<file path="config.mk">
export PLATFORM = sky130hd
export DESIGN_NAME = ram_scalar_ctrl
export DESIGN_NICKNAME = d
export VERILOG_FILES = /design/src/rtl/ram_scalar.sv
export SDC_FILE = /design/constraint.sdc
export NUM_CORES = 1
export LEC_CHECK = 0
export BUFFER_PORTS_ARGS = -buffer_cell sky130_fd_sc_hd__buf_2
export CAP_MARGIN = 20
export CORE_UTILIZATION = 30
export CTS_CLUSTER_DIAMETER = 50
export DETAILED_ROUTE_END_ITERATION = 8
export SETUP_SLACK_MARGIN = 0.15
export SYNTH_ARGS = -nofsm -noshare
export SYNTH_HDL_FRONTEND = slang
export SYNTH_SLANG_ARGS = --single-unit
</file>
<file path="constraint.sdc">
create_clock -name clk -period 5.9 [get_ports clk]
set_input_delay 0.885 -clock clk [delete_from_list [all_inputs] [get_ports clk]]
set_output_delay 0.885 -clock clk [all_outputs]
set_load 0.1 [all_outputs]
</file>
<file path="src/rtl/ram_scalar.sv">
// ram_scalar_ctrl: single-outstanding load/store front end for the ram_scalar data RAM.
// Absorbs the registered read latency and rejects out-of-range addresses before they reach the RAM.
module ram_scalar_ctrl #(
    parameter int unsigned          ADDR_W     = 24,
    parameter int unsigned          DATA_W     = 24,
    parameter int unsigned          RD_LATENCY = 2,
    parameter logic [ADDR_W-1:0]    ADDR_LIMIT = 24'h010000
) (
    input  logic              clk,
    input  logic              rst_n,
    input  logic              req_valid,
    output logic              req_ready,
    input  logic              req_we,
    input  logic [ADDR_W-1:0] req_addr,
    input  logic [DATA_W-1:0] req_wdata,
    output logic              rsp_valid,
    input  logic              rsp_ready,
    output logic [DATA_W-1:0] rsp_rdata,
    output logic              rsp_err,
    output logic [ADDR_W-1:0] ram_address,
    output logic [DATA_W-1:0] ram_data,
    output logic              ram_rden,
    output logic              ram_wren,
    input  logic [DATA_W-1:0] ram_q
);

    typedef enum logic [1:0] {
        IDLE  = 2'd0,
        READ  = 2'd1,
        WRITE = 2'd2,
        RESP  = 2'd3
    } state_t;

    state_t     state;
    state_t     next_state;
    logic [2:0] cnt;
    logic       accept;
    logic       out_of_range;
    logic       read_done;

    assign accept       = req_valid && (state == IDLE);
    assign out_of_range = (req_addr >= ADDR_LIMIT);
    assign read_done    = (cnt == 3'(RD_LATENCY));

    // Handshake and RAM strobes come from the state register alone.
    assign req_ready = (state == IDLE);
    assign rsp_valid = (state == RESP);
    assign ram_rden  = (state == READ);
    assign ram_wren  = (state == WRITE);

    always_ff @(posedge clk or negedge rst_n) begin
        if (!rst_n) begin
            state <= IDLE;
        end else begin
            state <= next_state;
        end
    end

    always_comb begin
        next_state = state;
        case (state)
            IDLE: begin
                if (req_valid) begin
                    if (out_of_range) begin
                        next_state = RESP;
                    end else if (req_we) begin
                        next_state = WRITE;
                    end else begin
                        next_state = READ;
                    end
                end
            end
            READ: begin
                if (read_done) begin
                    next_state = RESP;
                end
            end
            WRITE: begin
                next_state = RESP;
            end
            RESP: begin
                if (rsp_ready) begin
                    next_state = IDLE;
                end
            end
            default: next_state = IDLE;
        endcase
    end

    // ram_address/ram_data double as the captured request; rejected requests leave them untouched.
    always_ff @(posedge clk or negedge rst_n) begin
        if (!rst_n) begin
            cnt         <= '0;
            rsp_rdata   <= '0;
            rsp_err     <= 1'b0;
            ram_address <= '0;
            ram_data    <= '0;
        end else begin
            case (state)
                IDLE: begin
                    if (accept) begin
                        cnt       <= '0;
                        rsp_rdata <= '0;
                        rsp_err   <= out_of_range;
                        if (!out_of_range) begin
                            ram_address <= req_addr;
                            if (req_we) begin
                                ram_data <= req_wdata;
                            end
                        end
                    end
                end
                READ: begin
                    cnt <= cnt + 3'd1;
                    if (read_done) begin
                        rsp_rdata <= ram_q;
                        rsp_err   <= 1'b0;
                    end
                end
                WRITE: begin
                    rsp_rdata <= '0;
                    rsp_err   <= 1'b0;
                end
                default: ;
            endcase
        end
    end

endmodule

</file>
==> flow_summary.ini, run 1 <==
[floorplan]
start_util_pct = 31.2
die_x_um = 109
io_pins = 154
die-height_um = 109
core_area_sq_um = 11000
core.rowCount = 38
die-area_sq_um = 11900

[layout]
nets = 495
drive_gt1_share_pct = 52.9
area_delta_synth_final_pct = 35.6
insertedDiodeCount = 0

[grt]
grt_pass1_wl_um = 11600
overflow = 0
track_usage_pct = 12.9
grt_max_degree = 79
grt_pass1_vias = 2422
antenna_found_initial = 0

[synthesis]
ys_top_cells_by_count = 78 x dfrtp_1, 31 x inv_1, 26 x mux2i_1
synth_edf_count = 0
synth_most_common_cell = dfrtp_1
ys_warn_count = 0
synth-seq-cells = 78
ys_seq_area_share_pct = 56.7
ys_types = 31
synth_fp_nets = 338
yosys.area.top_type_share_pct = 56.7
synthTopCellsByArea = dfrtp_1 57%, mux2_4 9.2%, mux2i_1 7.6%
synth_flop_cell = dfrtp_1
synthCells = 253
synth_largest_area_cell = dfrtp_1
syn_area_per_cell_sq_um = 13.6
ys_async_sr_fraction_pct = 100
netlist_area_sq_um = 3440

[clock_tree]
clk_pin_slew_worst_paths_ps = 60
postCtsSetupRepairBufs = 0
htreeDepth = 3
insertion_delay_ps = 330
clock_sinks = 78
cts_buffers = 9
cts_root_buf = clkbuf_16
cts.path.max_buffers = 2
cts_hold_buf = 0
ctsResizeCount = 0
cts_tree = built

[hold_path]
hold_class = in -> async

[route]
wl_um = 7450
vias_per_cell = 4.27
wl_per_cell_um = 13.4
drc = 0
vias = 2365
ant_nets = 0
drtPass1Iterations = 4
drt_iter0_drc = 83

[worst_setup_path]
max_stage_delay_ps = 500
critPathSlowestCell = buf_2
end_kind = output port
worstPathRequired_ps = 5020
reg2reg_slack_ps = 3670
reg2reg_from = state[0]
path_class = reg -> out
cp-start-kind = register
path_cells = inv_1 -> ha_1 -> buf_4 -> buf_2
worstPathArrival_ps = 1870
crit_start = state[1]
worst_r2r_endpoint = ram_data[19]
r2r_cells = 5
path_max_fanout = 34

[sta]
final.setup_skew_ps = 5.25
slew_headroom_pct = 60.9
fin_crit_ps = 2750
finalCritPeriodShare_pct = 46.6
slew_violations = 0
hold_violations = 0
fmax_ghz = 0.363
rsz0062_at_grt = no
finalSetupViolCount = 0
tns_ps = 0
tightest_slew_ps = 585

[outcome]
status = finished, final reports clean

[place]
gp_congestion = 0.685
io_buffers = 153
dpl.hpwl_um = 5270

[power_and_ir_drop]
p_total_mw = 2.55
power_density_nw_per_um2 = 547
ir_drop_v = 0.000343
p_leak_nw = 2.69

[run]
maxCapViolCount = 0
-- worst max path at each step --
stage,slack [ps],to,cells past startpoint
final,3150,ram_rden,4
after global routing,2990,ram_rden,4
after CTS,3110,ram_rden,4
after detailed placement,3140,ram_data[21],4
after global placement,3180,ram_data[21],4
after floorplan,3380,ram_data[10],6
-- area by class of cell --
cell class                      count  area, sq um
Clock buffer                       12          256
Clock inverter                      3         67.6
Fill cell                        1073         6360
Inverter                           31          116
Multi-Input combinational cell    134         1290
Sequential cell                    78         1950
Tap cell                          140          175
Timing Repair Buffer              156          811
-- stage by stage --
step / hold WS [ps] / cell area [sq um] / worst slack [ps] / instances / utilization [%]
2_1_floorplan: 490 / 3440 / 3380 / 253 / -
6_report: 443 / 4670 / 3150 / 554 / 42.3
5_1_grt: 447 / 4670 / 2990 / 554 / 42.3
3_3_place_gp: 464 / 4320 / 3180 / 538 / 39.1
4_1_cts: 482 / 4640 / 3110 / 553 / 42.1
3_5_place_dp: 465 / 4320 / 3140 / 538 / 39.1
-- report_power, final --
group          leakage, nW  internal [mW]  switching (mW)
clock                0.155          0.391           0.207
sequential            1.06          0.634          0.0603
combinational         1.47          0.280           0.981
-- cells in the final DEF (no fill, tap or decap), drive strengths merged --
| cell type | instances |
|---|---|
| buf | 156 |
| dfrtp | 78 |
| mux2 | 41 |
| inv | 31 |
| mux2i | 26 |
| nand2 | 25 |
| clkbuf | 12 |
| and2 | 9 |
| ha | 8 |
| a21oi | 4 |
| nor4 | 2 |
| nor2 | 2 |
| a41o | 2 |
| nand3b | 2 |
| o21ai | 2 |
| bufinv | 2 |
| nand2b | 1 |
| and2b | 1 |
| a211oi | 1 |
| a221oi | 1 |
| nand3 | 1 |
| nand4 | 1 |
| or3b | 1 |
| o311ai | 1 |
| nor2b | 1 |
| a22oi | 1 |
| xnor2 | 1 |
| clkinvlp | 1 |
-- worst max-delay path, delay by kind of cell (launching register included) --
kind / cells / cell delay (ps)
buf+inv: 3 / 970
flops: 1 / 410
fa+ha+maj: 1 / 160
-- kinds of logic after synthesis --
kind of cell             count (synthesis)  share of synthesized area [%]
AO/OA/AOI/OAI                           12                           2.76
XOR/XNOR                                 1                          0.254
adder cells (fa/ha/maj)                  8                           2.91
buffers and inverters                   41                           5.82
flip-flops                              78                           56.7
multiplexers                            67                           23.3
AND/OR/NAND/NOR                         46                           8.29
-- state kept, by name, indices dropped and copies added (netlist names) --
signal	flops
ram_address	24
ram_data	24
rsp_rdata	24
cnt	3
state	2
rsp_err	1
-- metal layers --
| metal | track usage [%] | wire length [um] | vias up |
|---|---|---|---|
| met3 | 4.96 | 520 | 5 |
| met4 | 4.34 | 54 | 0 |
| li1 | - | - | 1145 |
| met5 | 0 | 0 | - |
| met1 | 15.1 | 3110 | 1135 |
| met2 | 21.6 | 3770 | 80 |
(Power assumes the default switching activity.)
==> inputs of run 2 (changes only) <==
- clock period: 5.9 -> 2.45 ns (I/O delays scaled with it)
==> run 2 against run 1 <==
- the flow now finishes with violations (hold timing)
- via count grew 1.1%
- critical path depth down 1
- final cell count is 0.36% higher
- routed wire length increased by 1.2%
- largest cell class unchanged
- largest power group unchanged
==> flow_summary.ini, run 2 (synthesis gave the netlist of run 1 again) <==
[run]
maxCapViolCount = 0

[grt]
grt_pass1_vias = 2475
overflow = 0
grt_pass1_wl_um = 11900
grt_max_degree = 79
antenna_found_initial = 0
track_usage_pct = 13.3

[route]
ant_nets = 0
vias_per_cell = 4.30
drtPass1Iterations = 2
wl_um = 7540
drc = 0
met1_length_um = 3110
vias = 2392
met2WireLength_um = 3740
dr_wl_met3_um = 516
wl_per_cell_um = 13.6
drt_iter0_drc = 54
highest_layer = met4

[clock_tree]
insertion_delay_ps = 340
ctsResizeCount = 0
cts_root_buf = clkbuf_16
cts_buffers = 9
cts_tree = built
postCtsSetupRepairBufs = 0
clk_pin_slew_worst_paths_ps = 60
cts.path.max_buffers = 2
htreeDepth = 3
clock_sinks = 78
cts_hold_buf = 0

[sta]
fin_ws_ps = 325
tns_ps = 0
rsz0062_at_grt = no
hold_violations = 15
fin_crit_ps = 2130
slew_violations = 0
tightest_slew_ps = 528
final.setup_skew_ps = 4.20
slew_headroom_pct = 64.8
holdWs_ps = -13.9
fmax_ghz = 0.471
finalCritPeriodShare_pct = 86.7
finalSetupViolCount = 0

[worst_setup_path]
critPathTopFamily = buffers and inverters
path_cells = inv_1 -> ha_2 -> buf_2
crit_buf_inv = 2
critPathSlowestCell = buf_2
path_class = reg -> out
worstPathRequired_ps = 2080
cp-start-kind = register
end_kind = output port
path_max_fanout = 14
worstPathArrival_ps = 1760
max_stage_delay_ps = 490

[floorplan]
die-area_sq_um = 11900
die-height_um = 109
start_util_pct = 31.2
core_area_sq_um = 11000
core.rowCount = 38
die_x_um = 109
io_pins = 154

[place]
gp_congestion = 0.682
dpl.hpwl_um = 5400
dp_slack_ps = 407
place_inst = 539
io_buffers = 153

[layout]
largestRegisters = ram_address x24, ram_data x24, rsp_rdata x24
nets = 496
n_fill_cell = 1060
multiInputGateArea_sq_um = 1290
area_delta_synth_final_pct = 35.1
drive_gt1_share_pct = 53.8
final_cell_mix = 152 x buf_2, 78 x dfrtp_1, 31 x inv_1
mostFrequentLayoutCell = buf_2
seqCellArea_sq_um = 1950
instances_no_fill = 556
fin_util_pct = 42.2
insertedDiodeCount = 0

[power_and_ir_drop]
p_switching_mw = 3.06
internal_power_mw = 3.00
seq_power_share_pct = 27.5
ir_drop_v = 0.000843
power_density_nw_per_um2 = 1300
p_leak_nw = 2.67
p_comb_share_pct = 50.5
clkPwrFrac_pct = 22.0
p_sw_share_pct = 50.5

[outcome]
status = finished, violations left
violations = hold timing

[hold_path]
hold_class = in -> async
run 2: cell types whose count changed in the layout (fill, tap and decap cells not counted), sizes merged:
cell and delta:
clkinv +3, bufinv -1, clkinvlp +2, clkbuf -3, buf +1
run 2: worst paths after layout:
kind	start	endpoint	slack, ps	cells after the start
setup / recovery	state[1]	ram_rden	320	3
hold / removal	rst_n	rsp_rdata[10]	-10	1
setup reg to reg	state[0]	rsp_rdata[0]	420	6
hold reg to reg	ram_address[20]	ram_address[20]	480	1
max in group asynchronous	rst_n	ram_data[3]	1880	2
min in group clk	req_wdata[4]	ram_data[4]	250	2
run 2: area by class of cell:
type | count | share of cell area [%]
sequential | 78 | 42.0
clock inverter | 7 | 1.61
multi-input combinational | 134 | 27.9
clock buffer | 9 | 4.84
tap | 140 | 3.77
inverter | 31 | 2.50
timing repair buffer | 157 | 17.4
run 2: per-stage QoR:
stage	hold slack, ps	instance area, sq um	total power, mW
3_5_place_dp	465	4330	4.78
5_1_grt	17.6	4650	6.38
3_3_place_gp	464	4330	4.74
6_report	-13.9	4650	6.06
4_1_cts	239	4630	6.15
2_1_floorplan	71.9	3450	4.31
run 2: metal layers:
layer | vias to the layer above | track usage, %
met5 | - | 0
met4 | 0 | 7.82
met3 | 12 | 4.18
met2 | 80 | 22.7
met1 | 1151 | 14.5
li1 | 1149 | -
run 2: power groups by stage:
stage	sequential, mW	clock, mW	combinational (mW)
detailed placement	1.69	0	3.08
CTS	1.67	1.38	3.10
finish	1.67	1.33	3.06
global placement	1.68	0	3.06
floorplan	3.06	0	1.24
global route	1.71	1.43	3.24
==> inputs of run 3 (changes only) <==
- SETUP_SLACK_MARGIN: 0.15 -> 0.4
==> run 3 against run 2 <==
- the flow now finishes without violations
- via count grew 0.96%
- flip-flop and latch count is the same
- final cell count grew 0.18%
- sequential share of layout area shrank 0.56 points
- die area is the same
- register-to-register slack gained 100 ps
- worst hold slack gained 280 ps
- sequential power is essentially flat
- count of clock-buffer cells in the layout grew 1
- first-iteration DRC count grew 44%
- combinational power grew 3%
- final area grew 1.3%
==> flow_summary.ini, run 3 (synthesis gave the netlist of run 1 again) <==
[outcome]
status = finished, final reports clean

[worst_setup_path]
worstPathRequired_ps = 2080
cp-start-kind = register
path_class = reg -> out
setup.worst_path.end = ram_rden
path_max_fanout = 18
worstPathArrival_ps = 1580
crit_start = state[1]
r2r_cells = 6
path_cells = inv_1 -> ha_4 -> buf_4
max_stage_delay_ps = 410
critPathSlowestCell = dfrtp_1
end_kind = output port
reg2reg_from = state[0]
reg2reg_slack_ps = 520
worst_r2r_endpoint = rsp_rdata[14]

[power_and_ir_drop]
p_total_mw = 6.10
power_density_nw_per_um2 = 1300
ir_drop_v = 0.00138
p_leak_nw = 2.71

[route]
dr_wl_met3_um = 504
drc = 0
ant_nets = 0
met1_length_um = 3350
wl_um = 7490
met2WireLength_um = 3560
vias = 2415
drtPass1Iterations = 4
highest_layer = met4
vias_per_cell = 4.34
drt_iter0_drc = 78
wl_per_cell_um = 13.5

[place]
io_buffers = 153
place_inst = 538
dpl.hpwl_um = 5350
dpl-instance-area_sq_um = 4350
gp_congestion = 0.707

[floorplan]
io_pins = 154
start_util_pct = 31.2
core_area_sq_um = 11000
die-area_sq_um = 11900
die_x_um = 109
core.rowCount = 38
die-height_um = 109

[sta]
slew_violations = 0
hold_violations = 0
rsz0062_at_grt = yes
fin_crit_ps = 1950
fmax_ghz = 0.513
slew_headroom_pct = 58.5
finalCritPeriodShare_pct = 79.6
final.setup_skew_ps = 5.69
tns_ps = 0
tightest_slew_ps = 618
finalSetupViolCount = 0

[layout]
largestRegisters = ram_address x24, ram_data x24, rsp_rdata x24
final_cell_mix = 151 x buf_2, 78 x dfrtp_1, 31 x inv_1
postLayoutCellArea_sq_um = 4710
mostFrequentLayoutCell = buf_2
area_delta_synth_final_pct = 36.9
nets = 498
insertedDiodeCount = 0
instances_no_fill = 557
drive_gt1_share_pct = 53.5

[grt]
overflow = 0
grt_max_degree = 47
track_usage_pct = 12.7
grt_pass1_wl_um = 11600
antenna_found_initial = 0
grt_pass1_vias = 2433

[clock_tree]
htreeDepth = 3
clk_pin_slew_worst_paths_ps = 60
clock_sinks = 78
cts.path.max_buffers = 2
insertion_delay_ps = 320
cts_tree = built
cts_buffers = 9
cts_root_buf = clkbuf_16

[hold_path]
hold_class = in -> reg

[run]
maxCapViolCount = 0
## run 3: stage by stage
stage | utilization, % | setup slack (ps) | hold slack (ps)
2_1_floorplan | - | 446 | 71.9
3_3_place_gp | 39.5 | 321 | 350
3_5_place_dp | 39.5 | 246 | 350
4_1_cts | 42.4 | 340 | 252
5_1_grt | 42.7 | 400 | 255
6_report | 42.7 | 500 | 268
## run 3: where the power goes
part / total, mW / internal [mW] / switching (mW)
clock network: 1.29 / 0.787 / 0.508
registers: 1.67 / 1.53 / 0.145
logic: 3.14 / 0.735 / 2.40
## run 3: cell type report
class                   count  area (sq um)
repair buffers            158           843
multi-input cells         135          1340
well taps                 140           175
fillers                  1039          6320
clock buffers              10           229
inverters                  31           116
flip-flops and latches     78          1950
clock inverters             5          60.1
## run 3: critical path: cells and delay by family (launching register included)
kind,cells,cell delay (ps)
fa+ha+maj,1,320
buf+inv,2,530
flops,1,410
## run 3: metal layers
layer	vias up	track usage, %
met1	1159	15.9
li1	1159	-
met3	9	3.59
met2	88	20.6
met5	-	0
met4	0	4.92
## run 3: what timing repair did
item / in CTS / in global routing
hold buffers: 1 / 0
cloned: 1 / 0
setup buffers: 0 / 2
gates resized for setup: 2 / 1
endpoints found under the hold margin: 12 / 0
endpoints found under the setup margin: 25 / 26
pin swaps: 1 / 0
## run 3: how the worst min path moves through the flow
| stage | from | to | slack (ps) | cells past startpoint |
|---|---|---|---|---|
| floorplan | rst_n | cnt[0] | 70 | 0 |
| global placement | rst_n | rsp_rdata[15] | 350 | 1 |
| detailed placement | rst_n | rsp_rdata[16] | 350 | 1 |
| CTS | req_wdata[23] | ram_data[23] | 250 | 2 |
| global route | req_wdata[16] | ram_data[16] | 250 | 2 |
| finish | req_wdata[16] | ram_data[16] | 270 | 2 |
